===== src/rtl/decoupled_demux_queue_pkg.sv =====
`default_nettype none
// ============================================================================
// Module   : demux_pkg
// Purpose  : Shared defaults and width helper for the demux queue slice.
// Revision : 1.0 - initial release
// ============================================================================
package demux_pkg;

    localparam int unsigned DEF_N     = 4;
    localparam int unsigned DEF_W     = 32;
    localparam int unsigned DEF_DEPTH = 2;

    // clog2 that never returns less than one bit, for selects and pointers
    function automatic int unsigned clog2_min1(input int unsigned v);
        return (v <= 2) ? 1 : $clog2(v);
    endfunction

endpackage
`default_nettype wire


===== src/rtl/decoupled_demux_queue_if.sv =====
`default_nettype none
// ============================================================================
// Module   : decoupled_demux_queue_if
// Purpose  : Producer stream plus N consumer ports of the demux queue.
// Revision : 1.0 - initial release
// ============================================================================
interface decoupled_demux_queue_if
    import demux_pkg::*;
#(
    parameter int N = DEF_N,
    parameter int W = DEF_W
);
    localparam int c_SEL_W = clog2_min1(N);

    logic               io_in_valid;
    logic               io_in_ready;
    logic [c_SEL_W-1:0] io_in_bits_sel;
    logic [W-1:0]       io_in_bits_data;
    logic [N-1:0]       io_out_valid;
    logic [N-1:0]       io_out_ready;
    logic [N*W-1:0]     io_out_bits_data;
    logic               io_err;

    modport slave (
        input  io_in_valid, io_in_bits_sel, io_in_bits_data, io_out_ready,
        output io_in_ready, io_out_valid, io_out_bits_data, io_err
    );

    modport master (
        output io_in_valid, io_in_bits_sel, io_in_bits_data, io_out_ready,
        input  io_in_ready, io_out_valid, io_out_bits_data, io_err
    );

endinterface
`default_nettype wire


===== src/rtl/decoupled_demux_queue_fifo.sv =====
`default_nettype none
// ============================================================================
// Module   : decoupled_fifo
// Purpose  : Small ready/valid FIFO, arbitrary depth, no flow-through/bypass.
// Revision : 1.0 - initial release
// ============================================================================
module decoupled_fifo
    import demux_pkg::*;
#(
    parameter int W     = DEF_W,
    parameter int DEPTH = DEF_DEPTH
) (
    input  wire logic         clock,
    input  wire logic         reset,
    input  wire logic         enq_valid,
    output logic              enq_ready,
    input  wire logic [W-1:0] enq_bits,
    output logic              deq_valid,
    input  wire logic         deq_ready,
    output logic [W-1:0]      deq_bits
);
    localparam int c_PTR_W = clog2_min1(DEPTH);
    localparam int c_CNT_W = $clog2(DEPTH + 1);
    localparam logic [c_PTR_W-1:0] c_LAST = c_PTR_W'(DEPTH - 1);
    localparam logic [c_CNT_W-1:0] c_FULL = c_CNT_W'(DEPTH);

    logic [W-1:0]       r_mem [DEPTH];
    logic [c_PTR_W-1:0] r_head;
    logic [c_PTR_W-1:0] r_tail;
    logic [c_CNT_W-1:0] r_count;
    logic               w_enq_fire;
    logic               w_deq_fire;

    // Explicit wrap compare so non power-of-2 depths work
    function automatic logic [c_PTR_W-1:0] next_ptr(input logic [c_PTR_W-1:0] p);
        return (p == c_LAST) ? '0 : p + 1'b1;
    endfunction

    assign enq_ready  = (r_count != c_FULL);
    assign deq_valid  = (r_count != '0);
    assign deq_bits   = r_mem[r_head];
    assign w_enq_fire = enq_valid && enq_ready;
    assign w_deq_fire = deq_valid && deq_ready;

    always_ff @(posedge clock) begin
        if (w_enq_fire) begin
            r_mem[r_tail] <= enq_bits;
        end
    end

    always_ff @(posedge clock) begin
        if (reset) begin
            r_head  <= '0;
            r_tail  <= '0;
            r_count <= '0;
        end else begin
            if (w_enq_fire) begin
                r_tail <= next_ptr(r_tail);
            end
            if (w_deq_fire) begin
                r_head <= next_ptr(r_head);
            end
            case ({w_enq_fire, w_deq_fire})
                2'b10:   r_count <= r_count + 1'b1;
                2'b01:   r_count <= r_count - 1'b1;
                default: r_count <= r_count;
            endcase
        end
    end

endmodule
`default_nettype wire


===== src/rtl/decoupled_demux_queue.sv =====
`default_nettype none
// ============================================================================
// Module   : decoupled_demux_queue
// Purpose  : Steers one ready/valid stream to N per-port FIFOs by select.
// Revision : 1.0 - initial release
// ============================================================================
module decoupled_demux_queue
    import demux_pkg::*;
#(
    parameter int N     = DEF_N,
    parameter int W     = DEF_W,
    parameter int DEPTH = DEF_DEPTH
) (
    input  wire logic              clock,
    input  wire logic              reset,
    decoupled_demux_queue_if.slave bus
);
    localparam int c_SEL_W = clog2_min1(N);

    logic [N-1:0] w_enq_valid;
    logic [N-1:0] w_enq_ready;
    logic         w_in_ready;
    logic         w_in_range;
    logic         r_err;

    // Out-of-range selects are always accepted and dropped
    always_comb begin
        w_in_ready  = 1'b1;
        w_in_range  = 1'b0;
        w_enq_valid = '0;
        for (int i = 0; i < N; i++) begin
            if (bus.io_in_bits_sel == c_SEL_W'(i)) begin
                w_in_range     = 1'b1;
                w_in_ready     = w_enq_ready[i];
                w_enq_valid[i] = bus.io_in_valid;
            end
        end
    end

    always_ff @(posedge clock) begin
        if (reset) begin
            r_err <= 1'b0;
        end else if (bus.io_in_valid && !w_in_range) begin
            r_err <= 1'b1;
        end
    end

    assign bus.io_in_ready = w_in_ready;
    assign bus.io_err      = r_err;

    for (genvar i = 0; i < N; i++) begin : g_fifo
        decoupled_fifo #(
            .W     (W),
            .DEPTH (DEPTH)
        ) u_fifo (
            .clock     (clock),
            .reset     (reset),
            .enq_valid (w_enq_valid[i]),
            .enq_ready (w_enq_ready[i]),
            .enq_bits  (bus.io_in_bits_data),
            .deq_valid (bus.io_out_valid[i]),
            .deq_ready (bus.io_out_ready[i]),
            .deq_bits  (bus.io_out_bits_data[i*W +: W])
        );
    end

endmodule
`default_nettype wire


===== src/flat_wrapper.sv =====
// flat-port wrapper written by rule: the top's interface ports become plain ports
module decoupled_demux_queue_flat import demux_pkg::*;
#(
    parameter int N     = DEF_N,
    parameter int W     = DEF_W,
    parameter int DEPTH = DEF_DEPTH
)
  (clock, reset, bus_io_in_valid, bus_io_in_bits_sel, bus_io_in_bits_data, bus_io_out_ready, bus_io_in_ready, bus_io_out_valid, bus_io_out_bits_data, bus_io_err);
  decoupled_demux_queue_if #(.N(N), .W(W)) bus_i ();
  input  wire logic clock;
  input  wire logic reset;
  input wire logic [$bits(bus_i.io_in_valid)-1:0] bus_io_in_valid;
  input wire logic [$bits(bus_i.io_in_bits_sel)-1:0] bus_io_in_bits_sel;
  input wire logic [$bits(bus_i.io_in_bits_data)-1:0] bus_io_in_bits_data;
  input wire logic [$bits(bus_i.io_out_ready)-1:0] bus_io_out_ready;
  output wire logic [$bits(bus_i.io_in_ready)-1:0] bus_io_in_ready;
  output wire logic [$bits(bus_i.io_out_valid)-1:0] bus_io_out_valid;
  output wire logic [$bits(bus_i.io_out_bits_data)-1:0] bus_io_out_bits_data;
  output wire logic [$bits(bus_i.io_err)-1:0] bus_io_err;
  assign bus_i.io_in_valid = bus_io_in_valid;
  assign bus_i.io_in_bits_sel = bus_io_in_bits_sel;
  assign bus_i.io_in_bits_data = bus_io_in_bits_data;
  assign bus_i.io_out_ready = bus_io_out_ready;
  assign bus_io_in_ready = bus_i.io_in_ready;
  assign bus_io_out_valid = bus_i.io_out_valid;
  assign bus_io_out_bits_data = bus_i.io_out_bits_data;
  assign bus_io_err = bus_i.io_err;
  decoupled_demux_queue #(.N(N), .W(W), .DEPTH(DEPTH)) u_core (.clock(clock), .reset(reset), .bus(bus_i));
endmodule

===== config.mk =====
export PLATFORM = sky130hd
export DESIGN_NAME = decoupled_demux_queue_flat
export DESIGN_NICKNAME = d
export VERILOG_FILES = /design/src/rtl/decoupled_demux_queue_pkg.sv /design/src/rtl/decoupled_demux_queue_if.sv /design/src/rtl/decoupled_demux_queue_fifo.sv /design/src/rtl/decoupled_demux_queue.sv /design/src/flat_wrapper.sv
export SDC_FILE = /design/constraint.sdc
export NUM_CORES = 1
export LEC_CHECK = 0
export BUFFER_PORTS_ARGS = -buffer_cell sky130_fd_sc_hd__buf_4
export CAP_MARGIN = 20
export CORE_ASPECT_RATIO = 0.75
export CORE_MARGIN = 3
export CORE_UTILIZATION = 55
export CTS_BUF_LIST = sky130_fd_sc_hd__clkbuf_2
export CTS_CLUSTER_SIZE = 12
export DETAILED_ROUTE_END_ITERATION = 8
export GPL_ROUTABILITY_DRIVEN = 0
export GPL_TIMING_DRIVEN = 1
export PLACE_DENSITY_LB_ADDON = 0.05
export SLEW_MARGIN = 20
export SYNTH_ARGS = -nofsm -noshare
export SYNTH_HDL_FRONTEND = slang
export SYNTH_HIERARCHICAL = 1
export SYNTH_SLANG_ARGS = --single-unit

===== constraint.sdc =====
create_clock -name clock -period 4.71 [get_ports clock]
set_input_delay 0.471 -clock clock [delete_from_list [all_inputs] [get_ports clock]]
set_output_delay 0.471 -clock clock [all_outputs]
set_load 0.01 [all_outputs]

* Yosys cells after proc, flatten, opt, wreduce, memory -nomap -nowiden *
Memory sizes are Yosys's and may differ from the RTL's. A register that Yosys moved wholly into a read port is not among the register bits.
Cells that the tools add are included.

storage, ports and cells
  memories = 4
  output and inout bits = 134
  input bits = 41
  RAM bits = 256
  register bits = 17

memory list
  memory                         words  bits a word  read ports  clocked after Yosys merged registers in  wr ports  line                              source
  u_core.g_fifo[0].u_fifo.r_mem  2      32           1           1                                        1         decoupled_demux_queue_fifo.sv:27  logic [W-1:0] r_mem [DEPTH];
  u_core.g_fifo[1].u_fifo.r_mem  2      32           1           1                                        1         decoupled_demux_queue_fifo.sv:27
  u_core.g_fifo[2].u_fifo.r_mem  2      32           1           1                                        1         decoupled_demux_queue_fifo.sv:27
  u_core.g_fifo[3].u_fifo.r_mem  2      32           1           1                                        1         decoupled_demux_queue_fifo.sv:27

cells by class
  equal/unequal tests = 15
  reductions and logical operators = 19
  muxes and demuxes = 40
  $add $sub $neg = 16

operators by type and width
  operator               count
  $mux W1                36
  $pmux W2 S2            4
  $reduce_bool A2 Y1     8
  $eq A2 B2 Y1 const B   6
  $eq A2 B1 Y1 const B   5
  $logic_and A1 B1 Y1    9
  $add A1 B1 Y1 const B  8
  $add A2 B1 Y2 const B  4
  $ne A2 B2 Y1 const B   4
  $sub A2 B1 Y2 const B  4
  $logic_not A2 Y1       1
  $logic_not A1 Y1       1

* Logic depth before layout (Yosys ltp) *
  word-level depth = 7
  gate-level depth with buffers = 6

* Modules after synthesis *
The synthesis kept the hierarchy.

modules (own cells, without submodules)
  module                 instances  cells an instance  area each (um^2)
  decoupled_fifo         4          124                2523.7
  decoupled_demux_queue  1          7                  83.8

* Worst setup path after synthesis *
OpenSTA, ideal clock, no wires.

  kind = input port to flip-flop
  start point = input port bus_io_in_bits_sel[1]
  end point = memory u_core/g_fifo[0].u_fifo/r_mem[1][0] (netlist bit), enable pin
  data arrival time = 1.689 ns
  setup slack = 2.629 ns
  path buffers = 0
  library setup time = 0.392 ns
  cell stages on the path = 2
  cells stage by stage = nor3b_1 -> and3_1

between the ends
  cells in the longest elaborated chain, start to end = 5

RTL lines
  what                           line                              source
  from (decl)                    flat_wrapper.sv:13                input wire logic [$bits(bus_i.io_in_bits_sel)-1:0] bus_io_in_bits_sel;
  $logic_not A2 Y1               decoupled_demux_queue.sv:32       if (bus.io_in_bits_sel == c_SEL_W'(i)) begin
  $mux W1                        decoupled_demux_queue.sv:32
  $logic_and A1 B1 Y1            decoupled_demux_queue_fifo.sv:42  assign w_enq_fire = enq_valid && enq_ready;
  $mux W1                        decoupled_demux_queue_fifo.sv:46  if (w_enq_fire) begin
  $mux W1 (not written as such)  decoupled_demux_queue_fifo.sv:47  r_mem[r_tail] <= enq_bits;
  to (decl)                      decoupled_demux_queue_fifo.sv:27

No other way between the ends.

==> impl.org <==
** STA
- Setup TNS :: 0 ns
- Worst-case hold slack :: 0.1709 ns
- Setup repair after global routing missed its margin :: no
- For the final database, setup skew stands at 0.05501 ns.
- Minimum setup slack in the final design :: 1.885 ns
- Counting I/O delays and the setup requirement, the final critical path takes 2.825 ns.
- Number of max-slew violations in the final report :: 0
- Measured slew at the worst slew-check pin :: 1.044 ns
- Setup violations remaining at the end of the flow were counted as 0.
- Measured against its own limit, the worst slew margin works out to 30.41%.
- Static timing analysis puts the maximum clock frequency at 353.9 MHz.
- Final period util :: 59.99%
- Final hold violation count :: 0

** Global route
- First-pass GRT wire length :: 30,990 um
- The total overflow left after global routing is 0.
- The number of antenna violations at the first check in global routing was 1.
- Number of global-route vias before repair :: 5,694
- Pin count of the biggest net entering global routing :: 33
- Global routing used 20.67% of the available tracks across all layers.

** Die
- Vertical extent of the die :: 123.8 um
- CORE AREA :: 17,920 sq um
- Initial Utilization :: 56.80%
- Total Die Area :: 20,190 sq um
- Horizontal die dimension :: 163.1 um
- For this design the top-level I/O count stands at 175.
- Number of placement rows :: 42

** Setup path
- The worst setup path is launched from a flop.
- Along the worst path, the maximum fanout reaches 32.
- Termination of the worst setup path :: bus_io_out_bits_data[121]
- Data required time of the worst path :: 4.24 ns
- Setup CP Type :: flop to primary output
- Crit path max-delay family :: flip-flops
- For the worst setup path, the data arrival time is 2.35 ns.
- Number of buffer and inverter instances along the worst setup path :: 1
- The critical path runs through a total of 2 cells.
- The worst register-to-register path begins at u_core/g_fifo[3].u_fifo/r_count[0]$_SDFFE_PP0P_.
- Length in cells of the worst reg-to-reg path :: 2
- Nature of the critical path endpoint :: primary output
- Crit path largest cell delay :: 1.03 ns
- Cell chain of the critical path :: mux2_2 -> buf_4
- In this run the critical register-to-register path is captured at u_core/g_fifo[3].u_fifo/r_mem[1][18]$_DFFE_PP_.
- Highest-delay cell along the critical path :: dfxtp_2
- For flop-to-flop paths, the worst setup slack is 2.78 ns.

** Yosys
- Yosys top cell area share :: 75.53%
- The number of nets in the synthesized netlist is 548.
- The synthesized design spends more area on one cell type than any other, namely edfxtp_1.
- The synthesized netlist occupies a cell area of 10,180 sq um.
- After synthesis, the netlist uses 26 different library cells.
- A synthesized cell averages 20.24 sq um.
- Counting flops and latches in the post-synthesis netlist gives 277.
- Syn Inst Count :: 503
- Yosys attributes the largest share of cell area to edfxtp_1, mux2_2, dfxtp_1, mux2_1, xnor2_1.
- The Yosys step of the flow raised 6 warnings.
- Sequential-to-total area share from yosys stat :: 79.66%

** Detailed routing
- Before antenna repair, the detailed router went through 4 iterations.
- Ratio of routed vias to standard cells :: 5.139
- For this block, the initial DRC count from the detailed router was 259.
- Routed via count :: 5,381
- After detailed routing, the average wire length per cell comes to 19.75 um.
- In the routed design, unresolved DRC markers number 0.
- Routed wire length :: 20,680 um
- In this run the remaining antenna-violating nets after routing total 0.

** Min path
- The path class of the tightest hold or removal check is primary input to flop.

** Status
- The run finished with clean final reports.

** Layout
- Area added between synthesis and finish :: 23.72%
- Cells with a size suffix above 1 make up 52.11% of the layout.
- Net count reported at finish :: 807
- Across the whole layout, storage elements account for 8113 sq um.
- The multi-input combinational cells in the finished layout cover a total of 1986 sq um.
- Fill cell count :: 1,183

** Placement
- Buffers placed on the I/O ports in this run total 174.
- Detailed placer's ending HPWL :: 11,770 um
- Worst setup timing slack at the placement stage :: 2.401 ns

** Clock tree
- Number of H-tree levels :: 3
- Buffers added to address setup during post-CTS repair amount to 0.
- Hold-fix buffer count after cts :: 33
- Clock tree synthesis inserted a total of 66 buffers.
- In this run the clock root is driven by a clkbuf_2.
- TritonCTS built the clock tree.
- Clock latency at the later pin of the worst-skew pair :: 0.77 ns
- In this run the deepest clock path goes through 3 buffers.
- PostCTS Resize Cnt :: 0
- Clock-pin slew was measured on the worst setup and hold paths at 0.09 ns.
- Count of clock tree sinks :: 277

** Power and ir drop
- In this run the power density over the cells is 399.5 nW/um^2.
- Worst VDD drop :: 0.3075 mV
- In this run the static leakage power is 4.596 nW.

** Job
- The tool flagged a number of max-cap violations equal to 0.
==> stage by stage <==
| stage | std cells | utilization [%] | cell area [sq um] | total power [mW] |
|---|---|---|---|---|
| 5_1_grt | 1047 | 70.28 | 12590 | 5.296 |
| 3_3_place_gp | 903 | 65.42 | 11720 | 3.666 |
| 6_report | 1047 | 70.28 | 12590 | 5.031 |
| 3_5_place_dp | 903 | 65.42 | 11720 | 3.685 |
| 4_1_cts | 1046 | 70.26 | 12590 | 5.101 |
| 2_1_floorplan | 503 | - | 10180 | 3.303 |
==> cells in the final DEF (no fill, tap or decap), types with 5 or more instances in the layout <==
cell type,instances
mux2_2,120
dlygate4sd3_1,33
a21oi_1,8
inv_2,5
edfxtp_1,256
buf_4,174
xnor2_1,8
clkinv_1,9
nor2_1,12
dfxtp_1,17
and3_2,5
clkbuf_2,100
mux2_1,8
==> registers in the layout, indices dropped and copies added (netlist names), named ones only <==
name                          flops
u_core/g_fifo.u_fifo/r_mem      256
u_core/g_fifo.u_fifo/r_head       4
u_core/g_fifo.u_fifo/r_count      8
u_core/g_fifo.u_fifo/r_tail       4
u_core/bus.io_err                 1
==> report_power, final <==
| group | total (mW) | internal [mW] | leakage (nW) | switching, mW |
|---|---|---|---|---|
| logic | 0.749 | 0.432 | 1.66 | 0.317 |
| clock network | 1.39 | 0.553 | 0.434 | 0.833 |
| registers | 2.90 | 2.77 | 2.50 | 0.127 |
==> per-layer routing <==
layer / share of wire, % / global-route usage [%] / wire length (um) / vias to the layer above
li1: - / - / - / 2520
met1: 45 / 27.92 / 9239 / 2660
met2: 48 / 32.49 / 9862 / 166
met3: 5.9 / 5.851 / 1216 / 35
met4: 1.7 / 7.924 / 361 / 0
met5: 0 / 0 / 0 / -
==> layout make-up <==
type	count	area share [%]
antenna	1	0.01987
clock buffer	100	3.974
clock inverter	10	0.2981
inverter	4	0.1192
multi-input combinational	206	15.77
sequential	277	64.42
tap	242	2.404
timing repair buffer	207	13.00
==> tightest hold or removal path: stages <==
cell and delay, ns:
buf_4 0.08, o21a_1 0.15, xnor2_1 0.09, nor2_1 0.07
==> Yosys cell counts, drive strengths merged <==
| master | count |
|---|---|
| a21bo | 4 |
| a21oi | 8 |
| and3 | 5 |
| and3b | 2 |
| buf | 12 |
| clkbuf | 4 |
| dfxtp | 21 |
| edfxtp | 256 |
| ha | 4 |
| inv | 4 |
| mux2 | 128 |
| mux4 | 1 |
| nand2 | 4 |
| nand2b | 4 |
| nand3b | 4 |
| nor2 | 12 |
| nor2b | 1 |
| nor3b | 1 |
| o21a | 4 |
| o21ai | 4 |
| or2 | 4 |
| or3 | 4 |
| xnor2 | 8 |
| xor2 | 4 |
==> worst min path at each step <==
stage	from	end	slack [ns]	depth (start not counted)
global route	bus_io_out_ready[0]	u_core/g_fifo[0].u_fifo/r_head$_SDFFE_PP0P_	0.07	4
finish	bus_io_out_ready[3]	u_core/g_fifo[3].u_fifo/r_head$_SDFFE_PP0P_	0.17	4
CTS	bus_io_in_bits_sel[1]	u_core/g_fifo[0].u_fifo/r_tail$_SDFFE_PP0P_	0.07	4
global placement	u_core/bus.io_err$_SDFFE_PP0P_	u_core/bus.io_err$_SDFFE_PP0P_	0.46	1
detailed placement	u_core/bus.io_err$_SDFFE_PP0P_	u_core/bus.io_err$_SDFFE_PP0P_	0.47	1
floorplan	u_core/g_fifo[0].u_fifo/r_count[1]$_SDFFE_PP0P_	u_core/g_fifo[0].u_fifo/r_count[1]$_SDFFE_PP0P_	0.47	2
==> cells by family (layout without fill, tap and decap cells) <==
kind of cell	Yosys count	in the layout	share of synthesized area [%]
adders and majority gates	4	4	0.4917
muxes	129	129	14.38
buffers and inverters	20	321	0.8850
xor gates and xnor gates	12	12	1.033
AOI/OAI and AO/OA	20	20	1.278
and+or+nand+nor	41	41	2.274
DFF	277	277	79.66
other	0	1	0
Power figures use the tool's default switching activity.
